$ cat src/rtl/half_exp2_split_pkg.sv
// ---------------------------------------------------------------------------
// half_exp2_split_pkg: half-precision field widths and constants for the split.
// Rev 1.0
// ---------------------------------------------------------------------------
`default_nettype none

package half_exp2_split_pkg;

  localparam int HALF_W   = 16;
  localparam int EXP_W    = 5;
  localparam int MANT_W   = 10;
  localparam int BIAS     = 15;

  localparam logic [HALF_W-1:0] QNAN = 16'h7E00;
  localparam logic [HALF_W-1:0] NMAX = 16'h7FFF;
  localparam logic [HALF_W-1:0] NMIN = 16'h8000;
  localparam logic [EXP_W-1:0]  EXP_MAX = '1;

  // Unsigned magnitude in Q16.24 covers every finite half exactly.
  localparam int Q_INT_W  = 16;
  localparam int Q_FRAC_W = 24;
  localparam int Q_W      = Q_INT_W + Q_FRAC_W;
  localparam int LZ_W     = 5;

  typedef enum logic [1:0] {
    CLS_FIN = 2'd0,
    CLS_INF = 2'd1,
    CLS_NAN = 2'd2
  } cls_t;

endpackage

`default_nettype wire

$ cat src/rtl/half_exp2_split_lzc24.sv
// ---------------------------------------------------------------------------
// lzc24: combinational leading-zero count of a 24-bit word (24 when zero).
// Rev 1.0
// ---------------------------------------------------------------------------
`default_nettype none

module lzc24
  import half_exp2_split_pkg::*;
(
  input  logic [Q_FRAC_W-1:0] d,
  output logic [LZ_W-1:0]     cnt
);

  // Ascending scan lets the most significant set bit win.
  always_comb begin
    cnt = LZ_W'(Q_FRAC_W);
    for (int i = 0; i < Q_FRAC_W; i++) begin
      if (d[i]) cnt = LZ_W'(Q_FRAC_W - 1 - i);
    end
  end

endmodule

`default_nettype wire

$ cat src/rtl/half_exp2_split.sv
// ---------------------------------------------------------------------------
// half_exp2_split: 3-stage split of half x into n=floor(x) and f=x-n (half).
// Rev 1.0
// ---------------------------------------------------------------------------
`default_nettype none

module half_exp2_split
  import half_exp2_split_pkg::*;
#(
  parameter PRECISION = "HALF"
)
(
  input  logic              clk,
  input  logic              rst,
  input  logic              in_valid,
  output logic              in_ready,
  input  logic [HALF_W-1:0] a,
  output logic              out_valid,
  input  logic              out_ready,
  output logic [HALF_W-1:0] n,
  output logic [HALF_W-1:0] f,
  output logic              ovf,
  output logic              nan
);

  generate
    if (PRECISION != "HALF") begin : g_bad_precision
      $error("half_exp2_split: only PRECISION=\"HALF\" is supported");
    end
  endgenerate

  logic stall;
  logic adv;

  // S1 state
  logic             v1_q, v1_d;
  logic             s1_sign_q, s1_sign_d;
  cls_t             s1_cls_q, s1_cls_d;
  logic [Q_W-1:0]   s1_mag_q, s1_mag_d;
  // S2 state
  logic                v2_q, v2_d;
  logic [HALF_W-1:0]   s2_n_q, s2_n_d;
  logic                s2_ovf_q, s2_ovf_d;
  logic                s2_nan_q, s2_nan_d;
  logic [Q_FRAC_W-1:0] s2_fo_q, s2_fo_d;
  // S3 / output state
  logic              v3_q, v3_d;
  logic [HALF_W-1:0] n_q, n_d;
  logic [HALF_W-1:0] f_q, f_d;
  logic              ovf_q, ovf_d;
  logic              nan_q, nan_d;

  assign stall     = v3_q & ~out_ready;
  assign adv       = ~stall;
  assign in_ready  = ~stall;
  assign out_valid = v3_q;
  assign n         = n_q;
  assign f         = f_q;
  assign ovf       = ovf_q;
  assign nan       = nan_q;

  // ---------------- S1: unpack / classify ----------------
  logic [EXP_W-1:0]  a_exp;
  logic [MANT_W-1:0] a_mant;
  logic [5:0]        a_shamt;

  assign a_exp   = a[HALF_W-2 -: EXP_W];
  assign a_mant  = a[MANT_W-1:0];
  // Normal operand {1,mant} sits at weight 2^(exp-BIAS-MANT_W); in Q.24 that is a left shift by exp-1.
  assign a_shamt = 6'(a_exp) - 6'(BIAS + MANT_W - Q_FRAC_W);

  always_comb begin
    v1_d      = v1_q;
    s1_sign_d = s1_sign_q;
    s1_cls_d  = s1_cls_q;
    s1_mag_d  = s1_mag_q;
    if (adv) begin
      v1_d      = in_valid;
      s1_sign_d = a[HALF_W-1];
      if (a_exp == EXP_MAX) s1_cls_d = (a_mant != '0) ? CLS_NAN : CLS_INF;
      else                  s1_cls_d = CLS_FIN;
      if (a_exp == '0) s1_mag_d = Q_W'(a_mant);
      else             s1_mag_d = Q_W'({1'b1, a_mant}) << a_shamt;
    end
  end

  // ---------------- S2: fixed-point split / negate ----------------
  logic [Q_INT_W-1:0]  i_part;
  logic [Q_FRAC_W-1:0] f_part;
  logic [Q_INT_W:0]    i_up;

  assign i_part = s1_mag_q[Q_W-1:Q_FRAC_W];
  assign f_part = s1_mag_q[Q_FRAC_W-1:0];
  // Magnitude of floor(x) for negative x: I, or I+1 when a fraction remains.
  assign i_up   = {1'b0, i_part} + {{Q_INT_W{1'b0}}, |f_part};

  always_comb begin
    v2_d     = v2_q;
    s2_n_d   = s2_n_q;
    s2_ovf_d = s2_ovf_q;
    s2_nan_d = s2_nan_q;
    s2_fo_d  = s2_fo_q;
    if (adv) begin
      v2_d     = v1_q;
      s2_n_d   = i_part;
      s2_ovf_d = 1'b0;
      s2_nan_d = 1'b0;
      s2_fo_d  = f_part;
      case (s1_cls_q)
        CLS_NAN: begin
          s2_n_d   = '0;
          s2_fo_d  = '0;
          s2_nan_d = 1'b1;
        end
        CLS_INF: begin
          s2_n_d   = s1_sign_q ? NMIN : NMAX;
          s2_fo_d  = '0;
          s2_ovf_d = 1'b1;
        end
        default: begin
          if (s1_sign_q) begin
            s2_fo_d = -f_part;
            if (i_up > {1'b0, NMIN}) begin
              s2_n_d   = NMIN;
              s2_ovf_d = 1'b1;
            end else begin
              s2_n_d   = ~i_up[Q_INT_W-1:0] + 16'd1;
            end
          end else if (i_part[Q_INT_W-1]) begin
            s2_n_d   = NMAX;
            s2_ovf_d = 1'b1;
          end
        end
      endcase
    end
  end

  // ---------------- S3: normalize / pack ----------------
  logic [LZ_W-1:0]     lz;
  logic [Q_FRAC_W-1:0] fo_norm;
  logic [HALF_W-1:0]   f_pack;

  lzc24 u_lzc24 (
    .d   (s2_fo_q),
    .cnt (lz)
  );

  assign fo_norm = s2_fo_q << lz;

  // Leading one at p = 23-lz gives exponent p-9 = (BIAS-1)-lz; p<10 stays subnormal.
  always_comb begin
    f_pack = '0;
    if (s2_nan_q) begin
      f_pack = QNAN;
    end else if (s2_fo_q == '0) begin
      f_pack = '0;
    end else if (lz <= LZ_W'(BIAS - 2)) begin
      f_pack = {1'b0, EXP_W'(BIAS - 1) - lz, fo_norm[Q_FRAC_W-2 -: MANT_W]};
    end else begin
      f_pack = {{(HALF_W-MANT_W){1'b0}}, s2_fo_q[MANT_W-1:0]};
    end
  end

  always_comb begin
    v3_d  = v3_q;
    n_d   = n_q;
    f_d   = f_q;
    ovf_d = ovf_q;
    nan_d = nan_q;
    if (adv) begin
      v3_d  = v2_q;
      n_d   = s2_n_q;
      f_d   = f_pack;
      ovf_d = s2_ovf_q;
      nan_d = s2_nan_q;
    end
  end

  always_ff @(posedge clk or posedge rst) begin
    if (rst) begin
      v1_q      <= 1'b0;
      s1_sign_q <= 1'b0;
      s1_cls_q  <= CLS_FIN;
      s1_mag_q  <= '0;
      v2_q      <= 1'b0;
      s2_n_q    <= '0;
      s2_ovf_q  <= 1'b0;
      s2_nan_q  <= 1'b0;
      s2_fo_q   <= '0;
      v3_q      <= 1'b0;
      n_q       <= '0;
      f_q       <= '0;
      ovf_q     <= 1'b0;
      nan_q     <= 1'b0;
    end else begin
      v1_q      <= v1_d;
      s1_sign_q <= s1_sign_d;
      s1_cls_q  <= s1_cls_d;
      s1_mag_q  <= s1_mag_d;
      v2_q      <= v2_d;
      s2_n_q    <= s2_n_d;
      s2_ovf_q  <= s2_ovf_d;
      s2_nan_q  <= s2_nan_d;
      s2_fo_q   <= s2_fo_d;
      v3_q      <= v3_d;
      n_q       <= n_d;
      f_q       <= f_d;
      ovf_q     <= ovf_d;
      nan_q     <= nan_d;
    end
  end

endmodule

`default_nettype wire

$ cat config.mk
export PLATFORM = sky130hd
export DESIGN_NAME = half_exp2_split
export DESIGN_NICKNAME = d
export VERILOG_FILES = /design/src/rtl/half_exp2_split_pkg.sv /design/src/rtl/half_exp2_split_lzc24.sv /design/src/rtl/half_exp2_split.sv
export SDC_FILE = /design/constraint.sdc
export NUM_CORES = 1
export LEC_CHECK = 0
export BUFFER_PORTS_ARGS = -buffer_cell sky130_fd_sc_hd__buf_4
export CORE_ASPECT_RATIO = 1.4
export CORE_UTILIZATION = 35
export CTS_BUF_LIST = sky130_fd_sc_hd__clkbuf_8 sky130_fd_sc_hd__clkbuf_16
export CTS_CLUSTER_DIAMETER = 40
export CTS_CLUSTER_SIZE = 20
export DETAILED_ROUTE_END_ITERATION = 10
export PLACE_DENSITY = 0.52
export SLEW_MARGIN = 20
export SYNTH_ARGS = -nofsm -noshare
export SYNTH_HDL_FRONTEND = slang
export SYNTH_SLANG_ARGS = --single-unit
$ cat constraint.sdc
create_clock -name clk -period 6.2 [get_ports clk]
set_input_delay 0.62 -clock clk [delete_from_list [all_inputs] [get_ports clk]]
set_output_delay 0.62 -clock clk [all_outputs]
set_load 0.005 [all_outputs]
==> results of run 1 <==
## metrics by stage
step	util [%]	instances	hold WS (ns)
floorplan	-	1011	0.430
global placement	38.1	1313	0.445
detailed placement	38.1	1313	0.447
CTS	40.4	1345	0.310
global route	40.4	1345	0.344
finish	40.4	1345	0.285
## flip-flops by register name (all words and copies together), names as in the netlist
register / flops
s1_mag_q: 40
s2_fo_q: 24
n: 16
s2_n_q: 16
f: 15
s1_cls_q: 2
nan: 1
out_valid: 1
ovf: 1
s1_sign_q: 1
s2_nan_q: 1
s2_ovf_q: 1
v1_q: 1
v2_q: 1
## logic make-up after synthesis
kind of cell | after synthesis
other | 1
buffers and inverters | 97
AND/OR/NAND/NOR | 398
adder cells (fa/ha/maj) | 11
flip-flops | 121
AO/OA/AOI/OAI | 299
multiplexers | 33
XOR/XNOR | 51
## layer usage
layer | track usage (%) | up-vias | share of wire, %
li1 | - | 3679 | -
met5 | 0 | - | 0
met3 | 3.14 | 40 | 2.7
met1 | 25.9 | 3536 | 45
met2 | 35.3 | 142 | 49
met4 | 8.74 | 0 | 3.0
## cells in the mapped netlist (all sizes together) (11+ instances only)
cell type / instances / area share, %
nand3: 30 / 2.2
nor3: 27 / 1.8
dfrtp: 121 / 37
ha: 11 / 1.7
o31ai: 23 / 2.2
xor2: 27 / 2.9
a31oi: 13 / 0.99
a21oi: 54 / 3.3
xnor2: 24 / 2.5
inv: 28 / 1.3
buf: 26 / 1.7
clkbuf: 42 / 1.9
a22o: 12 / 1.3
a211oi: 17 / 1.8
nor2: 81 / 3.7
a22oi: 11 / 1.0
nor4: 16 / 1.7
o21ai: 92 / 5.6
nand2: 178 / 8.1
mux2i: 23 / 2.8
## worst max-delay path, stage by stage (launching register included)
cell and delay, ns:
dfrtp_1 0.45, nor4_2 0.37, nand2_1 0.16, or4_1 0.51, or3_1 0.37, nand2b_1 0.22, or4_1 0.57, ha_1 0.30
ha_1 0.33, or2_2 0.31, o21ai_0 0.14, o211ai_1 0.27, a211oi_4 0.38, a311oi_2 0.18, nor3_4 0.26, buf_4 0.22
nand2_1 0.12, o311ai_1 0.30
## cell type report
type,count,area [um^2],share of cell area (%)
inverters,29,111,1.19
multi-input cells,793,4830,51.5
well taps,306,383,4.08
clock inverters,14,109,1.16
flip-flops and latches,121,3030,32.3
repair buffers,64,480,5.12
clock buffers,18,439,4.68
## power by group through the flow
| stage | registers, mW | clock network, mW | logic (mW) |
|---|---|---|---|
| finish | 1.43 | 0.930 | 2.02 |
| global route | 1.48 | 0.989 | 2.26 |
| CTS | 1.43 | 0.958 | 2.02 |
| detailed placement | 1.44 | 0 | 2.01 |
| global placement | 1.43 | 0 | 2.01 |
| floorplan | 1.28 | 0 | 1.53 |
## worst min-delay path by stage
| stage | from | endpoint | slack, ns | cells after the start |
|---|---|---|---|---|
| finish | rst | f[3]$_DFFE_PP0N_ | 0.28 | 2 |
| global route | rst | f[3]$_DFFE_PP0N_ | 0.34 | 2 |
| CTS | rst | f[3]$_DFFE_PP0N_ | 0.31 | 2 |
| detailed placement | v2_q$_DFFE_PP0N_ | v2_q$_DFFE_PP0N_ | 0.45 | 2 |
| global placement | v2_q$_DFFE_PP0N_ | v2_q$_DFFE_PP0N_ | 0.44 | 2 |
| floorplan | v2_q$_DFFE_PP0N_ | v2_q$_DFFE_PP0N_ | 0.43 | 2 |
==> results.json, run 1 <==
{
  "status": "completed",
  "grt_overflow": 0,
  "cts_max_level": 4,
  "grt_pass1_vias": 7288,
  "nFillCells": 2378,
  "grt_max_degree": 74,
  "core_mm2": 0.0232,
  "vias_per_cell": 5.50,
  "comb_power_share_pct": 46.1,
  "cp_max_fo": 12,
  "pre_cts_ws_ns": 0.639,
  "hold_class": "primary input to asynchronous set/reset pin",
  "mostFrequentLayoutCells": "nand2_1, dfrtp_1, o21ai_0",
  "n_antenna_cell": 0,
  "total_power_mw": 4.37,
  "cts_tree": "yes",
  "post-route-cell-area_mm2": 0.00939,
  "postCtsResizedCells": 0,
  "drv_cap": 0,
  "syn_area_per_cell_um2": 8.16,
  "power.switching_mw": 1.90,
  "ys_seq_area_share_pct": 36.7,
  "max_freq_mhz": 180,
  "p_int_mw": 2.48,
  "final_common_cell": "nand2_1",
  "synth_mux_area_share_pct": 4.29,
  "clk_path_buf_depth": 2,
  "switching_share_pct": 43.4,
  "synthXorXnorAreaFrac_pct": 5.41,
  "clk_pin_slew_worst_paths_ns": 0.06,
  "first_pass_iters": 5,
  "final_nets": 1057,
  "clock_skew_ns": 0.00901,
  "fin_crit_sh_pct": 89.7,
  "setup_ws_ns": 0.638,
  "ys_ff_latch": 121,
  "synth-simple-area-share_pct": 22.7,
  "hold_viol": 0,
  "synth_fp_nets": 1042,
  "grt_antenna_before_repair": 0,
  "syn_inst": 1011,
  "synth_ff_type": "dfrtp_1",
  "vias": 7397,
  "routed_wl_um": 23900,
  "fp.dieW_um": 132,
  "die_area_mm2": 0.0242,
  "synth_fa_ha_area_share_pct": 1.67,
  "synth_edf_count": 0,
  "synth_compound_area_share_pct": 24.2,
  "ys_async_sr_fraction_pct": 100,
  "drc": 0,
  "root_buffer": "clkbuf_16",
  "reg2reg_from": "s1_mag_q[2]$_DFFE_PP0N_",
  "grt_pass1_wl_um": 39500,
  "gp_congestion": 0.919,
  "rows": 66,
  "grt_use_total_pct": 20.7,
  "critPathLaunchType": "flip-flop",
  "hold_buffers": 0,
  "slew_viol_final": 0,
  "cts_buffers": 17,
  "dpl_cell_area_mm2": 0.00884,
  "crit_start": "s1_mag_q[2]$_DFFE_PP0N_",
  "worstPathRequired_ns": 6.52,
  "cts_setup_buffers": 0,
  "arrival_ns": 5.88,
  "setup_violations": 0,
  "reg2reg_setup_slack_ns": 0.64,
  "ir_drop_uv": 214,
  "criticalPathCategory": "flip-flop to flip-flop",
  "reg2reg_depth": 17,
  "yosys_warnings": 0,
  "ys_types": 81,
  "antenna_left": 0,
  "area_growth_syn_to_layout_pct": 13.7,
  "slew-limit-headroom_pct": 30.3,
  "dpl.hpwl_um": 17700,
  "crit_path_end_kind": "flip-flop",
  "num_io_pins": 56,
  "port_buffers": 54,
  "tightest_slew_ns": 1.04,
  "p_per_area_mw_per_mm2": 466,
  "power_frac_clock_pct": 21.3,
  "initial_utilization_pct": 35.6,
  "chipHeight_um": 184,
  "crit_end": "s2_n_q[10]$_DFFE_PP0N_",
  "r2r_end": "s2_n_q[10]$_DFFE_PP0N_",
  "clk_latency_ns": 0.43,
  "grt_setup_unrepaired": "false",
  "drive_gt1_share_pct": 12.6,
  "synth_top_family_by_area": "compound AO/OA/AOI/OAI gates",
  "drt_iter0_drc": 459,
  "netlist_area_mm2": 0.00825,
  "wire_per_inst_um": 17.7,
  "p_seq_share_pct": 32.7,
  "fin_crit_ns": 5.56,
  "setup_tns_ns": 0,
  "cts.sinks": 121,
  "p_leak_nw": 4.01
}
No activity file was read; power rests on OpenSTA's default activity.
==> inputs of run 2 (changes only) <==
Clock period 6.2 ns to 5.65 ns, I/O delays scaled along.
==> run 2 against run 1 <==
  * Fmax rose by 7.4%
  * Total power up 13%
  * Wire length shrank 1.4%
  * Highest routed layer unchanged
==> results.json, run 2 (synthesized netlist as in run 1, its figures left out) <==
{
  "status": "completed",
  "vias_per_cell": 5.52,
  "setup_tns_ns": 0,
  "cpMaxStageDelayCell": "or4_1",
  "critPathLaunchType": "flip-flop",
  "die_area_mm2": 0.0242,
  "dpl_cell_area_mm2": 0.00886,
  "cts_max_level": 4,
  "setup_ws_ns": 0.472,
  "clock_skew_ns": 0.00923,
  "grt_use_total_pct": 20.4,
  "final_common_cell": "nand2_1",
  "vias": 7453,
  "cts.sinks": 121,
  "dp.cells": 1316,
  "initial_utilization_pct": 35.6,
  "hold_buffers": 0,
  "p_leak_nw": 4.07,
  "drive_gt1_share_pct": 13.2,
  "top_regs": "s1_mag_q: 40 flops, s2_fo_q: 24 flops",
  "clk_latency_ns": 0.43,
  "total_power_mw": 4.93,
  "largest_reg_flops": 40,
  "fin_crit_ns": 5.18,
  "rows": 66,
  "dpl.hpwl_um": 17600,
  "n_antenna_cell": 0,
  "post-route-cell-area_mm2": 0.00950,
  "root_buffer": "clkbuf_16",
  "hold_viol": 0,
  "whs_ns": 0.242,
  "core_mm2": 0.0232,
  "fp.dieW_um": 132,
  "gp_congestion": 0.910,
  "grt_pass1_vias": 7344,
  "pre_cts_ws_ns": 0.270,
  "slew_viol_final": 0,
  "antenna_left": 0,
  "tightest_slew_ns": 0.906,
  "routed_wl_um": 23500,
  "slew-limit-headroom_pct": 39.1,
  "chipHeight_um": 184,
  "cp_max_fo": 9,
  "grt_setup_unrepaired": "false",
  "wire_per_inst_um": 17.4,
  "critPathTopFamily": "simple AND/OR/NAND/NOR gates",
  "cpPeakStageDelay_ns": 0.55,
  "hold_class": "primary input to asynchronous set/reset pin",
  "drv_cap": 0,
  "area_growth_syn_to_layout_pct": 15.1,
  "cp_cell_sequence": "nor4_2 -> nand2_1 -> or4_1 -> or3_1 -> nand2b_1 -> or4_1 -> ha_1 -> ha_2 -> or2_2 -> o21ai_0 -> o211ai_1 -> a211oi_4 -> a311oi_2 -> nor3_4 -> buf_4 -> nand2_1 -> o311ai_1",
  "worstPathRequired_ns": 5.97,
  "grt_pass1_wl_um": 39400,
  "mostFrequentLayoutCells": "nand2_1, dfrtp_1, o21ai_0",
  "reg2reg_depth": 17,
  "drc": 0,
  "final_util_pct": 41.0,
  "max_freq_mhz": 193,
  "r2r_end": "s2_n_q[10]$_DFFE_PP0N_",
  "grt_antenna_before_repair": 0,
  "fin_crit_sh_pct": 91.6,
  "arrival_ns": 5.50,
  "crit_path_end_kind": "flip-flop",
  "grt_max_degree": 73,
  "first_pass_iters": 5,
  "criticalPathCategory": "flip-flop to flip-flop",
  "critPathBufInv": 1,
  "ir_drop_uv": 269,
  "final_nets": 1061,
  "reg2reg_setup_slack_ns": 0.47,
  "stdcell_count": 1349,
  "reg2reg_from": "s1_mag_q[2]$_DFFE_PP0N_",
  "num_io_pins": 56,
  "cts_buffers": 17,
  "setup_violations": 0,
  "drt_iter0_drc": 464,
  "port_buffers": 54,
  "clk_path_buf_depth": 2,
  "largest-register": "s1_mag_q",
  "cts_tree": "yes",
  "grt_overflow": 0,
  "clk_pin_slew_worst_paths_ns": 0.06,
  "p_per_area_mw_per_mm2": 519
}
==> run 2: routing by layer <==
layer / up-vias / track usage, % / routed length (um)
met5: - / 0 / 0
met4: 0 / 10.4 / 928
met3: 56 / 3.47 / 701
met2: 184 / 33.7 / 11300
met1: 3513 / 25.7 / 10600
li1: 3700 / - / -
==> run 2: worst reg2reg max path, cell delays in order (launching register included) <==
cell,delay [ns]
dfrtp_1,0.45
nor4_2,0.37
nand2_1,0.16
or4_1,0.50
or3_1,0.37
nand2b_1,0.22
or4_1,0.55
ha_1,0.29
ha_2,0.26
or2_2,0.28
o21ai_0,0.15
o211ai_1,0.21
a211oi_4,0.29
a311oi_2,0.18
nor3_4,0.22
buf_4,0.18
nand2_1,0.10
o311ai_1,0.31
==> run 2: worst max path at each step <==
stage | depth (start not counted) | endpoint | start
after global placement | 17 | s2_n_q[13]$_DFFE_PP0N_ | s1_mag_q[2]$_DFFE_PP0N_
after floorplan | 17 | s2_n_q[5]$_DFFE_PP0N_ | s1_mag_q[7]$_DFFE_PP0N_
final | 17 | s2_n_q[10]$_DFFE_PP0N_ | s1_mag_q[2]$_DFFE_PP0N_
after CTS | 17 | s2_n_q[10]$_DFFE_PP0N_ | s1_mag_q[2]$_DFFE_PP0N_
after detailed placement | 17 | s2_n_q[10]$_DFFE_PP0N_ | s1_mag_q[2]$_DFFE_PP0N_
after global routing | 17 | s2_n_q[10]$_DFFE_PP0N_ | s1_mag_q[2]$_DFFE_PP0N_
==> run 2: power by group <==
| part | switching (mW) | internal [mW] | total [mW] |
|---|---|---|---|
| sequential | 0.390 | 1.18 | 1.57 |
| combinational | 1.27 | 0.931 | 2.20 |
| clock | 0.419 | 0.739 | 1.16 |
==> run 2: repair_timing <==
action	4_1_cts	5_1_grt
setup buffers	0	1
gates resized for setup	0	2
setup endpoints to repair	0	14
==> run 2: layout make-up <==
type | count | area [um^2]
fill | 2355 | 13700
multi-input combinational | 793 | 4840
sequential | 121 | 3030
timing repair buffer | 68 | 510
clock buffer | 17 | 425
tap | 306 | 383
clock inverter | 15 | 201
inverter | 29 | 111
